## config.mk

```make
export PLATFORM = sky130hd
export DESIGN_NAME = dds_sweep_sequencer
export DESIGN_NICKNAME = d
export VERILOG_FILES = /design/src/rtl/dds_sweep_pkg.sv /design/src/rtl/sweep_timer.sv /design/src/rtl/dds_sweep_sequencer.sv
export SDC_FILE = /design/constraint.sdc
export NUM_CORES = 1
export LEC_CHECK = 0
export CAP_MARGIN = 10
export CORE_MARGIN = 5
export CORE_UTILIZATION = 55
export CTS_CLUSTER_SIZE = 12
export DETAILED_ROUTE_END_ITERATION = 8
export PLACE_DENSITY = 0.78
export REMOVE_ABC_BUFFERS = 1
export SYNTH_ARGS = -nofsm -noshare
export SYNTH_HDL_FRONTEND = slang
export SYNTH_SLANG_ARGS = --single-unit
```

## constraint.sdc

```tcl
create_clock -name sys_clk -period 4.3 [get_ports sys_clk]
set_input_delay 0.86 -clock sys_clk [delete_from_list [all_inputs] [get_ports sys_clk]]
set_output_delay 0.86 -clock sys_clk [all_outputs]
set_load 0.005 [all_outputs]
```

## src/rtl/dds_sweep_pkg.sv

```systemverilog
// Shared definitions for the DDS frequency-sweep sequencer: the sweep
// configuration command codes, control-word bit positions and FSM states.
package dds_sweep_pkg;

    localparam logic [7:0] CMD_SWEEP_START    = 8'hA0;
    localparam logic [7:0] CMD_SWEEP_STOP     = 8'hA1;
    localparam logic [7:0] CMD_SWEEP_STEP     = 8'hA2;
    localparam logic [7:0] CMD_SWEEP_INTERVAL = 8'hA3;
    localparam logic [7:0] CMD_SWEEP_CTRL     = 8'hA4;

    localparam int CTRL_EN_BIT     = 0;
    localparam int CTRL_TARGET_BIT = 1;
    localparam int CTRL_LOOP_BIT   = 2;

    typedef enum logic [1:0] {
        IDLE  = 2'd0,
        ISSUE = 2'd1,
        WAIT  = 2'd2,
        DONE  = 2'd3
    } sweep_state_e;

    // True for the codes this block consumes instead of forwarding.
    function automatic logic is_sweep_cmd(input logic [7:0] code);
        return (code >= CMD_SWEEP_START) && (code <= CMD_SWEEP_CTRL);
    endfunction

endpackage

```

## src/rtl/sweep_timer.sv

```systemverilog
// Interval timer for the sweep: a prescaler of PRESCALE cycles nested inside
// an interval down-counter. After a restart pulse in cycle I, expire_o pulses
// in cycle I + PRESCALE*(interval+1) - 1, so the FSM step that follows lands
// exactly one full period after the restart. The interval is sampled at
// restart, so a new interval only applies to the following period.
// Shortest achievable period is two cycles (PRESCALE=1, interval=0).
module sweep_timer #(
    parameter int PRESCALE = 256
) (
    input  logic        sys_clk,
    input  logic        rst_n,
    input  logic        restart_i,
    input  logic [15:0] interval_i,
    output logic        expire_o
);

    localparam int PW = (PRESCALE > 1) ? $clog2(PRESCALE) : 1;
    localparam logic [PW-1:0] PRE_MAX = PW'(PRESCALE - 1);

    logic [PW-1:0] pre_q, pre_d;
    logic [15:0]   ivl_q, ivl_d;
    logic          run_q, run_d;
    logic          last;

    // Remaining cycles are ivl_q*PRESCALE + pre_q; fire when one (or none) remains.
    always_comb begin
        last     = (PRESCALE > 1) ? ((ivl_q == 16'd0) && (pre_q <= PW'(1)))
                                  : (ivl_q <= 16'd1);
        expire_o = run_q && last;
    end

    // Next-state for the prescaler / interval counters.
    always_comb begin
        pre_d = pre_q;
        ivl_d = ivl_q;
        run_d = run_q;
        if (restart_i) begin
            pre_d = PRE_MAX;
            ivl_d = interval_i;
            run_d = 1'b1;
        end else if (run_q) begin
            if (last) begin
                run_d = 1'b0;
            end else if (pre_q == '0) begin
                pre_d = PRE_MAX;
                ivl_d = ivl_q - 16'd1;
            end else begin
                pre_d = pre_q - PW'(1);
            end
        end
    end

    // Counter registers.
    always_ff @(posedge sys_clk or negedge rst_n) begin
        if (!rst_n) begin
            pre_q <= '0;
            ivl_q <= '0;
            run_q <= 1'b0;
        end else begin
            pre_q <= pre_d;
            ivl_q <= ivl_d;
            run_q <= run_d;
        end
    end

endmodule

```

## src/rtl/dds_sweep_sequencer.sv

```systemverilog
// Frequency-sweep controller sitting between the SPI command stream and
// cmd_decoder. Ordinary host commands are forwarded with one cycle of
// latency; sweep configuration commands (0xA0-0xA4) are consumed here.
// When enabled, the FSM writes tuning words from start to stop, one write per
// timer period, sharing the cmd_decoder port with forwarded host traffic.
//
// Handshake: cmd_valid is a single-cycle strobe with cmd_word/data_word valid
// in the same cycle; there is no back-pressure. A forwarded host command owns
// the port in its cycle; a sweep write that coincides with it is held and
// issued the following cycle. Outside a strobe cmd_word/data_word read as 0.
module dds_sweep_sequencer
    import dds_sweep_pkg::*;
#(
    parameter int         DATA_WIDTH    = 16,
    parameter int         TUNING_WIDTH  = 16,
    parameter int         PRESCALE      = 256,
    parameter logic [7:0] OSC0_TUNE_CMD = 8'h01,
    parameter logic [7:0] OSC1_TUNE_CMD = 8'h11
) (
    input  logic                    sys_clk,
    input  logic                    rst_n,
    input  logic [7:0]              host_cmd_word,
    input  logic [DATA_WIDTH-1:0]   host_data_word,
    input  logic                    host_cmd_valid,
    output logic [7:0]              cmd_word,
    output logic [DATA_WIDTH-1:0]   data_word,
    output logic                    cmd_valid,
    output logic                    sweep_active,
    output logic                    sweep_done,
    output logic [TUNING_WIDTH-1:0] cur_tune,
    output sweep_state_e            dbg_state
);

    localparam int TW = TUNING_WIDTH;

    // Configuration registers
    logic [TW-1:0] start_q, stop_q, step_q;
    logic [15:0]   interval_q;
    logic          target_q, loop_q;

    // Host forwarding register
    logic                  fwd_valid_q;
    logic [7:0]            fwd_cmd_q;
    logic [DATA_WIDTH-1:0] fwd_data_q;

    // Sweep state
    sweep_state_e  state_q, state_d;
    logic [TW-1:0] cur_q, cur_d;
    logic          dir_up_q, dir_up_d;
    logic          wrap_q, wrap_d;
    logic          done_q, done_d;
    logic [TW-1:0] tune_q, tune_d;

    // Write held back by a host collision
    logic          hold_q, hold_d;
    logic [7:0]    hold_cmd_q, hold_cmd_d;
    logic [TW-1:0] hold_data_q, hold_data_d;

    logic          host_is_sweep, host_fwd, ctrl_wr, ctrl_en;
    logic          timer_restart, timer_expire;
    logic [7:0]    sweep_code;
    logic [TW:0]   up_sum;
    logic [TW-1:0] up_next, dn_next, step_next;

    // Command decode and the next clamped sweep value.
    always_comb begin
        host_is_sweep = is_sweep_cmd(host_cmd_word);
        host_fwd      = host_cmd_valid && !host_is_sweep;
        ctrl_wr       = host_cmd_valid && (host_cmd_word == CMD_SWEEP_CTRL);
        ctrl_en       = host_data_word[CTRL_EN_BIT];
        sweep_code    = target_q ? OSC1_TUNE_CMD : OSC0_TUNE_CMD;
        // One extra bit keeps the upward compare from wrapping past all-ones.
        up_sum        = {1'b0, cur_q} + {1'b0, step_q};
        up_next       = (up_sum >= {1'b0, stop_q}) ? stop_q : up_sum[TW-1:0];
        dn_next       = ((cur_q >= step_q) && ((cur_q - step_q) > stop_q))
                        ? (cur_q - step_q) : stop_q;
        step_next     = dir_up_q ? up_next : dn_next;
    end

    // Configuration writes and host forwarding register.
    always_ff @(posedge sys_clk or negedge rst_n) begin
        if (!rst_n) begin
            start_q     <= '0;
            stop_q      <= '0;
            step_q      <= '0;
            interval_q  <= '0;
            target_q    <= 1'b0;
            loop_q      <= 1'b0;
            fwd_valid_q <= 1'b0;
            fwd_cmd_q   <= '0;
            fwd_data_q  <= '0;
        end else begin
            fwd_valid_q <= host_fwd;
            if (host_fwd) begin
                fwd_cmd_q  <= host_cmd_word;
                fwd_data_q <= host_data_word;
            end
            if (host_cmd_valid) begin
                case (host_cmd_word)
                    CMD_SWEEP_START:    start_q    <= TW'(host_data_word);
                    CMD_SWEEP_STOP:     stop_q     <= TW'(host_data_word);
                    CMD_SWEEP_STEP:     step_q     <= TW'(host_data_word);
                    CMD_SWEEP_INTERVAL: interval_q <= 16'(host_data_word);
                    CMD_SWEEP_CTRL: begin
                        target_q <= host_data_word[CTRL_TARGET_BIT];
                        loop_q   <= host_data_word[CTRL_LOOP_BIT];
                    end
                    default: ;
                endcase
            end
        end
    end

    // Sweep FSM next-state, sweep value stepping and collision hold.
    always_comb begin
        state_d       = state_q;
        cur_d         = cur_q;
        dir_up_d      = dir_up_q;
        wrap_d        = wrap_q;
        done_d        = done_q;
        tune_d        = tune_q;
        timer_restart = 1'b0;
        hold_d        = 1'b0;
        hold_cmd_d    = hold_cmd_q;
        hold_data_d   = hold_data_q;

        case (state_q)
            IDLE: ;
            ISSUE: begin
                timer_restart = 1'b1;
                tune_d        = cur_q;
                if ((step_q == '0) || ((cur_q == stop_q) && !loop_q)) begin
                    state_d = DONE;
                end else begin
                    state_d = WAIT;
                    if (cur_q == stop_q) begin
                        // Reload now; the next expiry reissues start unstepped.
                        cur_d  = start_q;
                        wrap_d = 1'b1;
                    end
                end
            end
            WAIT: begin
                if (timer_expire) begin
                    state_d = ISSUE;
                    if (wrap_q) begin
                        wrap_d = 1'b0;
                    end else begin
                        cur_d = step_next;
                    end
                end
            end
            DONE: begin
                done_d  = 1'b1;
                state_d = IDLE;
            end
            default: state_d = IDLE;
        endcase

        // Host forward owns the port; park the sweep write for one cycle.
        if (fwd_valid_q && (state_q == ISSUE)) begin
            hold_d      = 1'b1;
            hold_cmd_d  = sweep_code;
            hold_data_d = cur_q;
        end else if (fwd_valid_q && hold_q) begin
            hold_d = 1'b1;
        end

        // A control write (re)starts or stops the sweep from any state.
        if (ctrl_wr) begin
            hold_d = 1'b0;
            if (ctrl_en) begin
                state_d  = ISSUE;
                cur_d    = start_q;
                dir_up_d = (stop_q >= start_q);
                wrap_d   = 1'b0;
                done_d   = 1'b0;
            end else if ((state_q == ISSUE) || (state_q == WAIT)) begin
                state_d = IDLE;
                wrap_d  = 1'b0;
            end
        end
    end

    // Sweep FSM registers.
    always_ff @(posedge sys_clk or negedge rst_n) begin
        if (!rst_n) begin
            state_q     <= IDLE;
            cur_q       <= '0;
            dir_up_q    <= 1'b0;
            wrap_q      <= 1'b0;
            done_q      <= 1'b0;
            tune_q      <= '0;
            hold_q      <= 1'b0;
            hold_cmd_q  <= '0;
            hold_data_q <= '0;
        end else begin
            state_q     <= state_d;
            cur_q       <= cur_d;
            dir_up_q    <= dir_up_d;
            wrap_q      <= wrap_d;
            done_q      <= done_d;
            tune_q      <= tune_d;
            hold_q      <= hold_d;
            hold_cmd_q  <= hold_cmd_d;
            hold_data_q <= hold_data_d;
        end
    end

    // Output port arbitration: host forward, then held write, then live issue.
    always_comb begin
        cmd_valid = 1'b0;
        cmd_word  = '0;
        data_word = '0;
        if (fwd_valid_q) begin
            cmd_valid = 1'b1;
            cmd_word  = fwd_cmd_q;
            data_word = fwd_data_q;
        end else if (hold_q) begin
            cmd_valid = 1'b1;
            cmd_word  = hold_cmd_q;
            data_word = DATA_WIDTH'(hold_data_q);
        end else if (state_q == ISSUE) begin
            cmd_valid = 1'b1;
            cmd_word  = sweep_code;
            data_word = DATA_WIDTH'(cur_q);
        end
    end

    assign sweep_active = (state_q == ISSUE) || (state_q == WAIT);
    assign sweep_done   = done_q;
    assign cur_tune     = tune_q;
    assign dbg_state    = state_q;

    sweep_timer #(
        .PRESCALE(PRESCALE)
    ) u_timer (
        .sys_clk   (sys_clk),
        .rst_n     (rst_n),
        .restart_i (timer_restart),
        .interval_i(interval_q),
        .expire_o  (timer_expire)
    );

endmodule

```

== Word level (Yosys, flattened, before mapping) ==
Index checks and enable logic that the tools add are counted.
Word-level totals
  bits in registers: 178
  input bits: 27
  output and inout port bits: 45
  word-level logic and storage cells: 118
Cells by class
  $add $sub $neg: 4
  order comparisons: 7
  equal/unequal tests: 10
  muxes and demuxes: 50
  reductions and logical operators: 26
Operators by type and width (count)
  16-bit two-way mux: 16
  8-bit two-way mux: 6
  8-bit == test, second input constant: 5
  16-bit greater-or-equal comparator: 2
  16-bit zero test: 2
  16-bit one-hot mux with 2 select lines: 1
  1-bit two-way mux: 19
  16-bit by 16-bit adder with 17-bit output: 1
  17-bit by 16-bit greater-or-equal comparator with 1-bit output: 1
  16-bit == test: 1
  16-bit greater-than comparator: 1
  16-bit by 1-bit subtractor with 16-bit output, second input constant: 1
  16-bit subtractor: 1
  2-bit AND reduction: 7
  5-bit two-way mux: 2
  1-bit logical AND: 9
  8-bit greater-or-equal comparator, second input constant: 1
  8-bit by 1-bit less-or-equal comparator with 1-bit output, second input constant: 1
  8-bit less-or-equal comparator, second input constant: 1
  8-bit zero test: 1
  2-bit two-way mux: 4
  8-bit by 1-bit subtractor with 8-bit output, second input constant: 1
  2-bit one-hot mux with 3 select lines: 1
  2-bit == test, second input constant: 2
  other kinds (7): 10

== Longest topological paths before layout ==
  depth after elaboration: 10
  mapped depth: 20
  mapped depth without buffers: 18

== Hierarchy ==
A second synthesis with hierarchy kept.
Second synthesis, totals
  cell total of the unflattened synthesis: 1255
  area total of the unflattened synthesis: 11038.1 um^2
By module, submodules not included
  dds_sweep_sequencer: instances 1, cells an instance 1076, area each 9465.3 um^2, seq. area each 3678.5 um^2
  sweep_timer: instances 1, cells an instance 179, area each 1572.8 um^2, seq. area each 625.6 um^2

== Least setup slack after synthesis ==
OpenSTA, ideal clock, no wires.
  kind: register -> register
  start: register cur_q[4]
  end: register cur_q[1]
  library setup time: 0.094 ns
  arrival: 3.928 ns
  required time: 4.206 ns
  setup slack: 0.279 ns
  stages on the path, launching flop included: 18
  path buffers: 2
  period minus slack after synthesis: 4.021 ns
  cell sequence: dfrtp_1 -> ha_1 -> buf_2 -> or3b_1 -> o211ai_1 -> a21oi_1 -> o41a_1 -> a311o_1 -> or2_2 -> ha_1 -> o21ai_0 -> a31o_2 -> o2111ai_1 -> or3_1 -> buf_6 -> o22ai_1 -> o21ai_1 -> a211oi_1
On the way
  cells in the longest elaborated chain, start to end: 10
  elaborated cells between the ends (all ways): 19
  classes of those cells: add/sub (2); order compare (3); eq/ne (1); mux (10); reduce/logical (3)
Ends and longest elaborated chain
  start: declaration: RTL line dds_sweep_sequencer.sv:48  | logic [TW-1:0] cur_q, cur_d;
  start signal: assignment: RTL line dds_sweep_sequencer.sv:199  | cur_q <= cur_d;
  16-bit subtractor: RTL line dds_sweep_sequencer.sv:75  | dn_next = ((cur_q >= step_q) && ((cur_q - step_q) > stop_q))
  16-bit greater-than comparator: RTL line dds_sweep_sequencer.sv:75
  1-bit logical AND: RTL line dds_sweep_sequencer.sv:75
  16-bit two-way mux: RTL line dds_sweep_sequencer.sv:76  | ? (cur_q - step_q) : stop_q;
  16-bit two-way mux: RTL line dds_sweep_sequencer.sv:77  | step_next = dir_up_q ? up_next : dn_next;
  16-bit two-way mux: RTL line dds_sweep_sequencer.sv:146  | if (wrap_q) begin
  16-bit two-way mux: RTL line dds_sweep_sequencer.sv:144  | if (timer_expire) begin
  16-bit one-hot mux with 2 select lines (*): RTL line dds_sweep_sequencer.sv:127  | case (state_q)
  16-bit two-way mux: RTL line dds_sweep_sequencer.sv:172  | if (ctrl_en) begin
  16-bit two-way mux (*): RTL line dds_sweep_sequencer.sv:170  | if (ctrl_wr) begin
  named net cur_d[1]: RTL line dds_sweep_sequencer.sv:48
Mark *: on every way through the listed nets, which the timed path passes. The rest lies on a longest branch.
A chain may end at the register's enable or synchronous reset.

== Worst setup path after layout ==
  start: register step_q[0]
  end: register cur_q[7]
On the way
  cells in the longest elaborated chain, start to end: 10
  elaborated cells between the ends (all ways): 17
  classes of those cells: add/sub (2); order compare (3); mux (9); reduce/logical (3)
Ends and longest elaborated chain
  start: declaration: RTL line dds_sweep_sequencer.sv:37  | logic [TW-1:0] start_q, stop_q, step_q;
  start signal: assignment: RTL line dds_sweep_sequencer.sv:102  | CMD_SWEEP_STEP: step_q <= TW'(host_data_word);
  16-bit subtractor: RTL line dds_sweep_sequencer.sv:75, dds_sweep_sequencer.sv:76
  16-bit greater-than comparator: RTL line dds_sweep_sequencer.sv:75
  1-bit logical AND: RTL line dds_sweep_sequencer.sv:75
  16-bit two-way mux: RTL line dds_sweep_sequencer.sv:76
  16-bit two-way mux: RTL line dds_sweep_sequencer.sv:77
  16-bit two-way mux: RTL line dds_sweep_sequencer.sv:146
  16-bit two-way mux: RTL line dds_sweep_sequencer.sv:144
  16-bit one-hot mux with 2 select lines (*): RTL line dds_sweep_sequencer.sv:127
  16-bit two-way mux: RTL line dds_sweep_sequencer.sv:172
  16-bit two-way mux (*): RTL line dds_sweep_sequencer.sv:170
  named net cur_d[7]: RTL line dds_sweep_sequencer.sv:48
Marks and branches as above.

==> impl_metrics.py <==
metrics = {
    "pwr": {
        "p_leak_nw": 6.08,
        "irDropWorstVdd_uv": 364,
        "power_density_nw_per_um2": 615,
        "total_power_mw": 8.44,
    },
    "outcome": {
        "outcome": "completed",
    },
    "logic_synthesis": {
        "synth_top_area_share_pct": 38.3,
        "syn_inst": 1182,
        "synth_seq_cells": 172,
        "synthArstFlopShare_pct": 100,
        "netlist_area_um2": 11200,
        "ys_warn_count": 0,
        "syn_avg_cell_area_um2": 9.51,
        "yosysSeqAreaShare_pct": 38.3,
        "synth.largest_area_cell": "dfrtp_1",
        "synth_edf_count": 0,
        "synth_ff_type": "dfrtp_1",
        "yosysUniqueCellTypes": 81,
        "synth_area_leaders": "dfrtp_1 38%, mux2_2 11%, ha_1 9.8%",
    },
    "clock_network": {
        "cts_sinks": 172,
        "cts-root-buf": "clkbuf_16",
        "cts_buffer_depth": 2,
        "htreeDepth": 4,
        "clock_latency_ps": 430,
        "cts_buffers": 17,
        "cts_tree": "built",
        "cts.clk_slew.worst_paths_ps": 70,
        "cts_hold_buf": 0,
    },
    "route": {
        "ant_nets": 0,
        "num_vias": 9766,
        "drtIter0Drc": 747,
        "wire_per_inst_um": 20.9,
        "vias_per_cell": 6.06,
        "finalWirelength_um": 33700,
        "first_pass_iters": 5,
        "drc": 0,
    },
    "layout": {
        "drive_gt1_share_pct": 23.6,
        "seq_area_um2": 4310,
        "nFillCells": 1563,
        "multi_input_area_um2": 6610,
        "area_growth_syn_to_layout_pct": 22.0,
        "final_cells": 1611,
        "n_antenna_cell": 0,
        "fin_nets": 1445,
    },
    "sta": {
        "finalSetupViolations": 0,
        "finalHoldViolCount": 0,
        "period_share_pct": 98.8,
        "min_period_ps": 4250,
        "rsz0062_at_grt": "true",
        "timing.hold.ws_ps": 469,
        "slew_headroom_pct": 24.1,
        "tns_ps": 0,
        "clock-skew-final_ps": 8.33,
        "tightest_slew_ps": 1140,
        "fin_ws_ps": 49.9,
        "fmax_ghz": 0.235,
        "slew_violations": 0,
    },
    "worst_setup_path": {
        "start_kind": "register",
        "worst_ep_arrival_time_ps": 4580,
        "startpoint": "step_q[0]$_DFFE_PN0P_",
        "worstSetupPathType": "reg2reg",
        "required_ps": 4630,
        "end_kind": "register",
        "cp_max_fo": 5,
        "worstReg2RegStart": "step_q[0]$_DFFE_PN0P_",
    },
    "placement": {
        "place_ws_ps": -86.4,
        "io_buffers": 71,
        "gp_congestion": 0.970,
        "placedCellCount": 1564,
        "dp_hpwl_um": 25300,
    },
    "global_route": {
        "antenna_found_initial": 0,
        "grt_start_max_net_pins": 91,
        "grt-ovfl-total": 0,
        "grtUsageTotal_pct": 28.4,
        "grt_first_pass_wirelength_um": 53100,
        "first_global_vias": 9890,
    },
    "die": {
        "initial_core_util_pct": 55.8,
        "die_h_um": 153,
        "die_x_um": 153,
        "ioPinCount": 72,
        "coreArea_um2": 20200,
        "rows": 52,
        "design.die.area_um2": 23400,
    },
    "worst_hold_path": {
        "hp-class": "reg2reg",
        "hold_start": "hold_cmd_q[0]$_DFFE_PN0P_",
    },
    "job": {
        "cap_violations": 0,
    },
}
-- critical path, cell delays in order, from the launching register on --
cell	delay, ps
dfrtp_1	390
buf_4	160
ha_4	170
fa_2	390
nor2b_4	120
o31a_1	190
o31a_1	320
nor2_2	80
xnor2_2	260
ha_1	300
a41oi_1	160
o21ai_1	110
a221o_1	360
o31a_1	350
o21a_4	160
buf_12	130
nor3_1	130
a221oi_1	70
o21ai_0	270
-- cells in the mapped netlist, types with 10 or more instances --
cell type,n
dfrtp_1,172
mux2_2,106
o21ai_0,98
nand2_1,95
inv_1,90
ha_1,88
nor2_1,82
a21oi_1,67
xnor2_1,36
clkbuf_1,35
nor3_1,24
nand3_1,16
a221oi_1,15
nor4_1,13
nand4_1,12
o21ai_1,12
xor2_1,12
or3_1,11
a21o_1,10
and2_1,10
nor2b_1,10
-- timing repair --
action / CTS / global route
pin swaps: 3 / 24
setup endpoints to repair: 12 / 16
setup buffers: 1 / 14
gates resized for setup: 10 / 42
-- flip-flops by register name (all words and copies together) (netlist names), 2 cells and up, named ones only --
register and flops:
hold_cmd_q 2, hold_data_q 16, cur_tune 16, interval_q 16
step_q 16, fwd_data_q 16, fwd_cmd_q 8, start_q 16
u_timer.pre_q 8, dbg_state 2, u_timer.ivl_q 16, cur_q 16
stop_q 16
-- per-layer routing --
layer	share of wire [%]	GRT usage [%]
met1	43	38.8
met5	0	0
met3	7.1	4.61
met4	2.9	9.50
met2	47	46.4
-- cell type report --
| type | instances | area share [%] |
|---|---|---|
| sequential | 172 | 31.4 |
| inverter | 91 | 2.49 |
| timing repair buffer | 177 | 11.2 |
| tap | 270 | 2.46 |
| clock buffer | 19 | 3.16 |
| multi-input combinational | 869 | 48.2 |
| clock inverter | 13 | 1.11 |
-- per-stage QoR --
stage | utilization [%] | instance area (µm²)
4_1_cts | 66.5 | 13400
3_3_place_gp | 63.4 | 12800
2_1_floorplan | - | 11000
6_report | 68.0 | 13700
3_5_place_dp | 63.4 | 12800
5_1_grt | 68.0 | 13700
-- logic make-up after synthesis --
| family | after synthesis | synth area share [%] |
|---|---|---|
| multiplexers | 108 | 10.8 |
| flip-flops | 172 | 38.3 |
| AND/OR/NAND/NOR | 317 | 13.9 |
| XOR/XNOR | 48 | 3.74 |
| AO/OA/AOI/OAI | 306 | 18.2 |
| buffers and inverters | 141 | 5.00 |
| adder cells (fa/ha/maj) | 90 | 10.1 |
-- power by group --
| part | leakage (nW) | internal [mW] | switching (mW) |
|---|---|---|---|
| clock | 0.287 | 0.873 | 0.703 |
| combinational | 3.53 | 2.10 | 2.57 |
| sequential | 2.26 | 1.91 | 0.287 |
-- path summary, 6_finish.rpt --
check,endpoint,slack (ps),cells after the start
max,cur_q[7]$_DFF_PN0_,50,18
min in group asynchronous,fwd_cmd_q[5]$_DFFE_PN0P_,490,1
max reg2reg,cur_q[7]$_DFF_PN0_,50,18
min,hold_cmd_q[0]$_DFFE_PN0P_,470,1
min reg2reg,hold_cmd_q[0]$_DFFE_PN0P_,470,1
max in group asynchronous,start_q[7]$_DFFE_PN0P_,2750,2
-- layout by cell type (no fill, tap or decap), types with 34 or more instances in the layout --
cell type,netlist,final
dfrtp_1,172,171
mux2_2,106,106
buf_4,0,103
nand2_1,95,95
o21ai_0,98,92
inv_1,90,87
nor2_1,82,81
ha_1,88,79
clkdlybuf4s50_1,0,70
a21oi_1,67,61
xnor2_1,36,34
No activity file was read; power rests on OpenSTA's default activity.
